===== config.mk =====
export PLATFORM = sky130hd
export DESIGN_NAME = temp_reg_sequencer
export DESIGN_NICKNAME = d
export VERILOG_FILES = /design/src/rtl/temp_reg_sequencer.sv
export SDC_FILE = /design/constraint.sdc
export NUM_CORES = 1
export LEC_CHECK = 0
export ABC_CLOCK_PERIOD_IN_PS = 1500
export CAP_MARGIN = 10
export CORE_ASPECT_RATIO = 0.6
export CORE_MARGIN = 1
export CORE_UTILIZATION = 37
export CTS_BUF_LIST = sky130_fd_sc_hd__clkbuf_16
export CTS_CLUSTER_DIAMETER = 50
export CTS_CLUSTER_SIZE = 25
export DETAILED_ROUTE_END_ITERATION = 8
export GPL_TIMING_DRIVEN = 0
export PLACE_DENSITY_LB_ADDON = 0.05
export RECOVER_POWER = 25
export SYNTH_ARGS = -nofsm -noshare
export SYNTH_HDL_FRONTEND = slang
export SYNTH_SLANG_ARGS = --single-unit

===== constraint.sdc =====
create_clock -name clk -period 1.5 [get_ports clk]
set_input_delay 0.225 -clock clk [delete_from_list [all_inputs] [get_ports clk]]
set_output_delay 0.225 -clock clk [all_outputs]
set_load 0.1 [all_outputs]

===== src/rtl/temp_reg_sequencer.sv =====
// temp_reg_sequencer: two-requester command sequencer for an external temp
// register. It arbitrates round-robin between two requesters, issues
// load/increment/decrement strobes, and can step the register to zero.
// Optional build macro SEQ_TIMEOUT_EN: limits RUN_TO_ZERO to MAX_STEPS strobes
// and reports the cutoff on 'timeout'.
module temp_reg_sequencer #(
    parameter int unsigned MAX_STEPS = 255
) (
    input  logic       clk,
    input  logic       reset_n,
    input  logic       req0_valid,
    input  logic [1:0] req0_op,
    input  logic [7:0] req0_data,
    input  logic       req1_valid,
    input  logic [1:0] req1_op,
    input  logic [7:0] req1_data,
    output logic       req0_ready,
    output logic       req1_ready,
    output logic       load,
    output logic       increment,
    output logic       decrement,
    output logic [7:0] data_out,
    input  logic       negative,
    input  logic       positive,
    input  logic       zero,
    output logic       busy,
    output logic       done,
    output logic       done_id,
    output logic [2:0] done_flags,
    output logic       timeout
);

    typedef enum logic [2:0] {IDLE, ISSUE, WAIT1, WAIT2, CHECK, DONE} state_t;
    typedef enum logic [1:0] {OP_LOAD, OP_INC, OP_DEC, OP_RUN} op_t;

`ifdef SEQ_TIMEOUT_EN
    localparam bit TIMEOUT_EN = 1'b1;
`else
    localparam bit TIMEOUT_EN = 1'b0;
`endif
    localparam logic [7:0] STEP_LIMIT = 8'(MAX_STEPS);

    state_t     state, state_nx;
    op_t        op_q;
    op_t        op_sel;
    logic       id_q;
    logic       rr_last;
    logic       step_up;
    logic       tmo_q;
    logic       set_tmo;
    logic [7:0] data_q;
    logic [7:0] steps;
    logic       grant0, grant1, accept;

    // Round-robin grant in IDLE; reset masks readies so nothing is accepted.
    always_comb begin
        grant0 = reset_n && (state == IDLE) && req0_valid && (!req1_valid || rr_last);
        grant1 = reset_n && (state == IDLE) && req1_valid && (!req0_valid || !rr_last);
        accept = grant0 || grant1;
        op_sel = op_t'(grant1 ? req1_op : req0_op);
    end

    // State register.
    always_ff @(posedge clk) begin
        if (!reset_n) state <= IDLE;
        else          state <= state_nx;
    end

    // Next-state decode and strobe generation.
    always_comb begin
        state_nx  = state;
        set_tmo   = 1'b0;
        load      = 1'b0;
        increment = 1'b0;
        decrement = 1'b0;
        case (state)
            IDLE: begin
                if (accept) state_nx = (op_sel == OP_RUN) ? CHECK : ISSUE;
            end
            ISSUE: begin
                case (op_q)
                    OP_LOAD: load      = 1'b1;
                    OP_INC:  increment = 1'b1;
                    OP_DEC:  decrement = 1'b1;
                    OP_RUN: begin
                        increment = step_up;
                        decrement = !step_up;
                    end
                    default: ;
                endcase
                state_nx = WAIT1;
            end
            WAIT1: state_nx = WAIT2;
            WAIT2: state_nx = (op_q == OP_RUN) ? CHECK : DONE;
            CHECK: begin
                // Anything other than a clean single sign flag terminates.
                if (TIMEOUT_EN && (steps == STEP_LIMIT) && !zero) begin
                    state_nx = DONE;
                    set_tmo  = 1'b1;
                end else if (negative && !positive && !zero) begin
                    state_nx = ISSUE;
                end else if (positive && !negative && !zero) begin
                    state_nx = ISSUE;
                end else begin
                    state_nx = DONE;
                end
            end
            DONE:    state_nx = IDLE;
            default: state_nx = IDLE;
        endcase
    end

    // Command latch, round-robin pointer, step counter and step direction.
    always_ff @(posedge clk) begin
        if (!reset_n) begin
            op_q    <= OP_LOAD;
            data_q  <= '0;
            id_q    <= 1'b0;
            rr_last <= 1'b1;
            steps   <= '0;
            step_up <= 1'b0;
            tmo_q   <= 1'b0;
        end else begin
            if (accept) begin
                op_q    <= op_sel;
                data_q  <= grant1 ? req1_data : req0_data;
                id_q    <= grant1;
                rr_last <= grant1;
                steps   <= '0;
                tmo_q   <= 1'b0;
            end
            if ((state == ISSUE) && (op_q == OP_RUN)) steps <= steps + 8'd1;
            if (state == CHECK) begin
                step_up <= negative;
                if (set_tmo) tmo_q <= 1'b1;
            end
        end
    end

    // Status outputs; completion fields are only driven during DONE.
    always_comb begin
        req0_ready = grant0;
        req1_ready = grant1;
        data_out   = data_q;
        busy       = (state != IDLE);
        done       = (state == DONE);
        done_id    = done && id_q;
        done_flags = done ? {negative, positive, zero} : 3'b000;
        timeout    = TIMEOUT_EN && done && tmo_q;
    end

endmodule


======== Word-level counts from Yosys, hierarchy flattened ========
Index checks and enable logic that the tools add are counted.
operators by class
  eq/ne operators ......................... 10
  multiplexer cells ....................... 15
  reductions and logical operators ........ 23
operator list
  operator              count
  $mux W3               5
  $pmux W3 S5           1
  $logic_and A1 B1 Y1   10
  $mux W8               1
  $logic_not A1 Y1      7
  $eq A2 B2 Y1 const B  3
  $eq A3 B2 Y1 const B  2
  $eq A3 B3 Y1 const B  2
  $mux W1               5
  $pmux W1 S2           2
  $eq A3 B1 Y1 const B  1
  $logic_not A3 Y1      1
  $logic_or A1 B1 Y1    3
  $reduce_bool A3 Y1    1
  $eq A2 B1 Y1 const B  1
  $logic_not A2 Y1      1
  $mux W2               1
  $ne A2 B2 Y1 const B  1
word-level totals
  logic and storage cells ................. 54
  bits in registers ....................... 16
  output and inout port bits .............. 20
  input port bits ......................... 27

======== Longest topological paths before layout ========
Gate-level depths: netlist of run 1.
  word-level depth ........................ 9
  mapped depth ............................ 7
  mapped depth without buffers ............ 5

======== Worst setup path before layout of run 1 ========
OpenSTA, ideal clock, no wires.
  kind .................................... register to output
  start ................................... register state[0]
  end ..................................... output load
  buffers on the path ..................... 1
  path slack .............................. -1.656 ns
  data required time ...................... 1.275 ns
  stages on the path, launching flop included .. 4
  data arrival time ....................... 2.931 ns
  path through ............................ dfxtp_1 -> buf_2 -> nor3b_1 -> nor3b_1
between the ends
  cells in the longest elaborated chain, start to end .. 2
ends and longest elaborated chain
  item                    RTL line  RTL
  from (decl)             43        state_t state, state_nx;
  from (signal assigned)  66        else state <= state_nx;
  $eq A3 B1 Y1            76        case (state)
  $mux W1                 76
  to (decl)               19        output logic load,
No other way between the ends.

======== Worst setup path in the final report of run 1 ========
  start ................................... input req1_valid
  end ..................................... output req1_ready
between the ends
  cells in the longest elaborated chain, start to end .. 2
ends and longest elaborated chain
  item                              RTL line  RTL
  from (decl)                       14        input logic req1_valid,
  $logic_and A1 B1 Y1 (2 in a row)  58        grant1 = reset_n && (state == IDLE) && req1_valid && (!req0_valid || !rr_last);
  to (decl)                         18        output logic req1_ready,
No other way between the ends.

==> results.md, run 1 <==
Synth:
- By area the synthesized netlist is led by dfxtp_1 38%, a21oi_1 12%, nand2_1 8.1%.
- Synthesis handed over a netlist of 108 instances.
- Synthesis produced a netlist with a net count of 135.
- The number of distinct standard cells referenced by the synthesized netlist is 30.
- The most used flip-flop cell after synthesis is dfxtp_1.
- The cell with the most instances after synthesis is a21oi_1.
- The mean instance size in the synthesized netlist is 7.716 um2.
- By count the netlist is led by 20 x a21oi_1, 18 x nand2_1, 16 x dfxtp_1.
- The number of synthesized flops with an enable pin is 0.
- After synthesis the cells add up to 833.3 um2.
- The total of warnings raised by yosys is 0.
- The proportion of register bits with asynchronous set or reset after synthesis is 0.
- The portion of synthesized cell area occupied by the leading cell type is 0.3844.
- Synthesis inferred 16 register bits.
- The biggest area contributor in the post-synthesis netlist is dfxtp_1.
- Of the synthesized area, sequential elements account for 0.3844.

Critical path:
- The combined buffer and inverter count along the critical path is 4.
- The critical-path maximum fanout is 10.
- The worst path required time is 1270 ps.
- The slowest cell on the critical path is clkdlybuf4s50_1.
- The nature of the critical path endpoint is an output pin.
- The category of the most critical setup path is in -> out.
- The critical path's top delay family is buffers and inverters.
- The path length in cells of the critical path is 6.
- The startpoint class of the critical path is an input pin.
- Data on the critical path arrives at its endpoint at 1510 ps.
- Walking the worst path, the cells encountered are clkdlybuf4s50_1 > a21boi_1 > nand2_2 > inv_2 > buf_8 > buf_12.
- Counting cells, the worst reg-to-reg path comes to 7.
- For this run, the slowest stage of the critical path takes 540 ps.

Routing:
- Summed over all layers, the routed wires come to 3418 um.
- Before antenna repair, the detailed router went through 4 iterations.
- Dividing the detail-routed wire length by the instance count gives 17.26 um.
- The count of nets left with antenna violations after detail routing is 0.
- The via density per instance is 5.379.
- After detailed routing, the number of remaining DRC violations is 0.
- The initial detailed-routing violation count is 60.
- The overall via count from detail_route is 1,065.

Timing:
- Once routing completed, OpenROAD measured the worst setup slack at -236.9 ps.
- The number of max-slew violations in the final report is 0.
- Setup repair after global routing could not meet its margin everywhere.
- Dividing the final minimum period by the clock period gives 1.158.
- Counting I/O delays and the setup requirement, the final critical path takes 1737 ps.
- The count of final setup violators is 23.
- The worst relative slew slack is 0.6291.
- The achievable frequency is 0.5757 GHz.
- The final hold violation count is 0.
- The measured slew at the worst slew-check pin is 558.9 ps.
- For the final database, setup skew stands at 2.546 ps.

Placement:
- The total half-perimeter wirelength after legalization and detailed placement is 1797 um.
- Including well taps, the total number of placed cells is 181.
- Before CTS, the worst setup slack after placement is -1471 ps.
- The congestion estimate from routability-driven global placement came to 0.7993.
- During placement, the flow inserted port buffers numbering 45.
- The cell area after placement is 0.001381 mm2.

Pwr:
- Power spread over the standard cell area amounts to 1984 mW/mm2.
- The analysis attributes to cell leakage a power of 0.0007212 uW.
- Across the VDD grid, the largest voltage drop is 0.001429 V.

Floorplan:
- The number of placed I/O pins is 47.
- The starting density of the core is 0.4205.
- The horizontal die dimension is 63.27 um.
- The area of the core is 0.001982 mm2.
- The number of core rows is 12.
- The die covers 0.002452 mm2.
- The vertical die dimension is 38.76 um.

CTS:
- In this run the clock root is driven by a clkbuf_16.
- The number of buffers created by CTS is 3.
- The clock reaches the later pin of the worst-skew pair after 250 ps.
- Clock tree synthesis found a total of 16 sinks.
- The longest clock path from root to sink contains 2 buffers.
- The hold buffer count at cts is 0.
- The number of H-tree branching levels is 1.
- The clock transition at the registers of the reported paths is 50 ps.
- TritonCTS built the clock tree.

Cells and area:
- The final non-filler cell area is 0.001718 mm2.
- The number of antenna cells inserted is 0.
- For this run, the post-layout net count is 198.
- Summing all flip-flop and latch instances after layout gives 331.6 um2.
- The share of layout cells above drive strength 1 is 0.3647.
- For this run, the share of the core covered by cells in the final layout is 0.8668.
- The number of standard cells in the final layout excluding fillers is 198.
- Summing all multi-input logic gate instances after layout gives 530.5 um2.
- The layout overhead on the synthesized area is 106.2%.
- The filler cell count is 109.

Outcome:
- The checks that failed: setup timing.
- The flow ran to the end, but the final reports show violations.

Hold path:
- The number of cells traversed by the worst hold path is 2.
- The path class of the lowest-slack min-delay path is reg -> reg.

GRT:
- In the global route stage, overall resource usage came out at 0.2833.
- The via count of the first global-routing pass is 1,053.
- Entering global routing, the biggest net connects 11 pins.
- The number of antenna violations at the first check in global routing was 0.
- The first global-routing pass estimated 5030 um of wire.
- For this run the aggregate overflow at the end of global routing stands at 0.

Run:
- The number of maximum-capacitance violations is 0.
==> per-layer routing <==
layer  part of all wire  wire, um  global-route usage  vias to the layer above
met1               0.42      1434              0.3357                      507
li1                   -         -                   -                      495
met2               0.50      1703              0.5403                       57
met5                  0         0                   0                        -
met4              0.013        45             0.06250                        0
met3              0.068       234             0.06176                        6
==> tightest hold or removal path, stage by stage (launching register included) <==
cell,delay (ps)
dfxtp_1,310
nand3_1,70
nand2_1,60
==> state kept, by name, summed over array words and instances, names as in the netlist <==
register  count
id_q          1
data_out      8
step_up       1
state         3
op_q          2
rr_last       1
==> cell families (layout without fill, tap and decap cells) <==
logic type / after synthesis / in the layout / share of synthesized area
other cells: 1 / 1 / 0.004500
simple gates: 40 / 40 / 0.2628
compound gates: 37 / 37 / 0.2388
buf+inv: 10 / 72 / 0.06456
mux: 2 / 2 / 0.02402
xor+xnor: 2 / 2 / 0.02102
flops: 16 / 16 / 0.3844
==> final cells by class <==
type                    count  share of cell area
multi-input cells          82              0.3088
inverters                   2            0.006555
clock inverters             1            0.002185
plain buffers               6             0.02913
flip-flops and latches     16              0.1930
well taps                  28             0.02039
clock buffers               3             0.04370
repair buffers             60              0.3962
==> worst paths after layout <==
path | startpoint | end | slack, ps
worst max-delay path | req1_valid | req1_ready | -240
worst min register to register | id_q | id_q | 500
worst min-delay path | id_q | id_q | 500
worst max register to register | state[2] | data_out[3] | -230
==> repair_timing <==
action,4_1_cts,5_1_grt
pin swaps,6,4
resized for setup,132,11
endpoints found under the setup margin,33,22
buffers inserted,9,5
cloned,1,0
==> report_power, final <==
group | switching [uW] | internal (uW) | total, uW
Clock | 173 | 354 | 527
Sequential | 157 | 571 | 728
Combinational | 1350 | 801 | 2150
Total | 1680 | 1730 | 3410
==> cell usage in the layout (no fill, tap or decap), types with 2 or more instances in the layout <==
cell / count
buf_12: 10
o21ai_0: 6
clkdlybuf4s15_2: 8
buf_6: 4
clkbuf_16: 3
o21ai_1: 6
nor3b_4: 2
buf_4: 15
dfxtp_1: 13
xnor2_1: 2
a21oi_1: 19
and2_4: 4
dfxtp_4: 3
and3_4: 2
nand2_1: 18
nand2b_1: 2
nor2_1: 2
nand3_1: 3
clkdlybuf4s50_1: 25
==> per-stage QoR <==
step           total power (uW)  hold WS, ps  TNS (ps)
2_1_floorplan              2043        350.5    -511.3
3_3_place_gp               2421        448.1    -16200
3_5_place_dp               2440        460.5    -16320
4_1_cts                    3248        467.7     -1783
5_1_grt                    3539        523.5     -3496
6_report                   3409        503.3     -2391
Power figures use the tool's default switching activity.
==> inputs of run 2 (changes only) <==
CELL_PAD_IN_SITES_DETAIL_PLACEMENT = 0   (was default)
CELL_PAD_IN_SITES_GLOBAL_PLACEMENT = 1   (was default)
CORE_UTILIZATION = 25   (was 37)
TNS_END_PERCENT = 20   (was default)
==> run 2 against run 1 <==
The flow still finishes with violations (setup timing). Clock power about the same. Via count is 9.6% lower. Utilization decreased by 31 points. First-iteration DRC count is 13% lower. Clock skew is 1.3 ps lower. Combinational power down 7%. Largest power group unchanged. Register-to-register slack gained 220 ps. Wire length decreased by 18%.
==> results.md, run 2 (synthesis results as in run 1) <==
Critical path:
- The worst reg2reg path endpoint is state[2] (was data_out[3]).
- The signal arrival time at the worst endpoint is 1430 ps (was 1510 ps).
- The worst-case register-to-register setup slack is -10 ps (was -230 ps).
- The beginning of the critical path is state[1] (was req1_valid).
- The nature of the critical path endpoint is an output pin (unchanged).
- The worst path required time was 1270 ps (about the same).
- The number of cell instances on the worst register-to-register path is 6 (was 7).
- The startpoint class of the critical path is a register (was input pin).
- The critical path endpoint is req0_ready (was req1_ready).
- The critical-path maximum fanout came to 6 (was 10).
- The startpoint of the worst register-to-register path is state[1] (was state[2]).
- The category of the most critical setup path is reg -> out (was in -> out).

CTS:
- The clock insertion delay at the later pin of the skew report is 240 ps (was 250 ps).
- The sink count of the clock tree is 16 (unchanged).
- The number of H-tree branching levels came to 1 (unchanged).
- The number of buffers created by CTS is 3 (unchanged).
- The clock tree buffer depth is 2 (unchanged).
- The TritonCTS clock tree is built (unchanged).
- The clock transition at the registers of the reported paths is 50 ps (about the same).
- The root buffer selected by CTS is clkbuf_16 (unchanged).

Cells and area:
- The net total in the final layout came to 193 (was 198).
- The final core utilization is 0.5536 (was 0.8668).
- The number of antenna cells inserted was 0 (unchanged).
- Commonest non-fill, non-tap cells in the layout: 25 x clkdlybuf4s50_1, 19 x a21oi_1, 18 x nand2_1, 14 x dfxtp_1 (was 25 x clkdlybuf4s50_1, 19 x a21oi_1, 18 x nand2_1, 15 x buf_4, 13 x dfxtp_1).
- The share of layout cells above drive strength 1 is 0.3394 (was 0.3647).
- The most common cell after layout, fill and taps aside is clkdlybuf4s50_1 (unchanged).
- The number of flip-flops in the largest register is 8 (unchanged).
- The layout overhead on the synthesized area came to 100.8% (was 106.2%).

Placement:
- The port buffer count is 45 (unchanged).
- The minimum setup slack after placement is -1464 ps (was -1471 ps).
- The total half-perimeter wirelength after legalization and detailed placement came to 1911 um (was 1797 um).
- The global placer's final weighted congestion is 0.7274 (was 0.7993).

Timing:
- The number of max-slew violations in the final report is 0 (unchanged).
- The measured slew at the worst slew-check pin is 543.5 ps (was 558.9 ps).
- The portion of the clock cycle consumed by the worst path in the final layout was 1.104 (was 1.158).
- The shortest period the worst path allows is 1656 ps (was 1737 ps).
- The setup clock skew after layout was 1.262 ps (was 2.546 ps).
- Unrepaired setup endpoints after global routing: yes (unchanged).
- The final hold slack was 461.9 ps (was 503.3 ps).
- The final hold violation count came to 0 (unchanged).
- The count of final setup violators is 10 (was 23).
- The final critical-path setup slack is -155.8 ps (was -236.9 ps).
- The achievable frequency is 0.6039 GHz (was 0.5757 GHz).
- The worst relative slew slack is 0.6394 (was 0.6291).

Routing:
- The uppermost layer routed is met3 (was met4).
- The met2 wire length was 1223 um (was 1703 um).
- The number of optimization iterations in the first detailed-route pass came to 4 (unchanged).
- The overall via count from detail_route is 963 (was 1,065).
- The routed length on met3 came to 218 um (was 234 um).
- The initial detailed-routing violation count is 52 (was 60).
- The count of nets left with antenna violations after detail routing is 0 (unchanged).
- The routed wire length per instance is 13.61 um (was 17.26 um).
- The met1 layer wirelength in the final routing came to 1375 um (was 1434 um).
- The via density per instance is 4.652 (was 5.379).
- The residual DRC count was 0 (unchanged).
- The post-detailed-routing wire length is 2817 um (was 3418 um).

Floorplan:
- The number of placed I/O pins is 47 (unchanged).
- The starting density of the core is 0.2758 (was 0.4205).
- The horizontal die dimension is 76.54 um (was 63.27 um).
- The area of the core is 0.003022 mm2 (was 0.001982 mm2).
- The die area was 0.003576 mm2 (was 0.002452 mm2).
- The vertical die dimension is 46.72 um (was 38.76 um).
- The number of core rows is 15 (was 12).

Hold path:
- The path class of the lowest-slack min-delay path is reg -> reg (unchanged).
- The worst hold path startpoint is id_q (unchanged).

GRT:
- The pin count of the biggest net entering global routing is 11 (unchanged).
- The wire length of the first global-routing pass is 4284 um (was 5030 um).
- The global-route congestion overflow total is 0 (unchanged).
- The aggregate global-route resource usage was 0.1608 (was 0.2833).
- The number of antenna violations at the first check in global routing is 0 (unchanged).
- The via count of the first global-routing pass is 891 (was 1,053).

Pwr:
- The standby leakage power is 0.0006945 uW (was 0.0007212 uW).
- The power density normalized to cell area is 1920 mW/mm2 (was 1984 mW/mm2).
- The sequential share of power came to 0.211 (was 0.213).
- The share of total power consumed by net switching is 0.4986 (was 0.4938).
- The cell internal power dissipation was 1610 uW (was 1725 uW).
- The reported net switching power is 1601 uW (was 1683 uW).
- The clock network fraction of design power is 0.164 (was 0.155).
- The worst-case vdd ir drop is 0.0007443 V (was 0.001429 V).
- The logic gate share of total power is 0.625 (was 0.632).

Outcome:
- Violations in the final reports: setup timing (unchanged).
- Run status: complete, but fails checks (unchanged).

Run:
- The number of maximum-capacitance violations is 0 (unchanged).
[run 2: routing by layer]
layer / vias up / track usage
met2: 37 / 0.2631
met4: 0 / 0.02692
li1: 486 / -
met3: 0 / 0.06931
met5: - / 0
met1: 440 / 0.2040
[run 2: worst min-delay path by stage]
| stage | endpoint | cells after the start |
|---|---|---|
| after floorplan | state[2] | 1 |
| after global placement | id_q | 2 |
| after detailed placement | id_q | 2 |
| after CTS | id_q | 2 |
| after global routing | id_q | 2 |
| final | id_q | 2 |
[run 2: what timing repair did]
item,in CTS,in global routing
setup endpoints to repair,32,21
resized for setup,126,14
cloned,0,2
buffers inserted,5,2
pin swaps,7,2
hold buffers,0,0
[run 2: cell type report]
| cell class | instances | area (um2) |
|---|---|---|
| buffer | 7 | 60.06 |
| clock buffer | 3 | 75.07 |
| clock inverter | 1 | 3.754 |
| fill | 288 | 1349 |
| inverter | 2 | 11.26 |
| multi-input combinational | 82 | 524.3 |
| sequential | 16 | 325.3 |
| tap | 42 | 52.55 |
| timing repair buffer | 54 | 620.6 |
[run 2: through the flow]
step	power [uW]	std cells	setup TNS (ps)	area, um2
3_5_place_dp	2448	195	-16890	1390
2_1_floorplan	2036	108	-873.8	887.1
6_report	3212	207	-649.3	1673
5_1_grt	3366	207	-1665	1673
3_3_place_gp	2430	195	-16410	1390
4_1_cts	3123	203	-847.5	1614
[run 2: power by group through the flow]
stage,combinational (uW),clock [uW],sequential [uW]
floorplan,954,0,1080
global placement,1770,0,655
detailed placement,1790,0,658
CTS,1900,543,677
global route,2100,564,699
finish,2010,526,679
[run 2: worst max-delay path, stage by stage, from the launching register on]
cell,delay (ps)
dfxtp_1,300
buf_6,130
nor4b_4,290
nand3_2,170
clkinvlp_4,120
buf_12,170
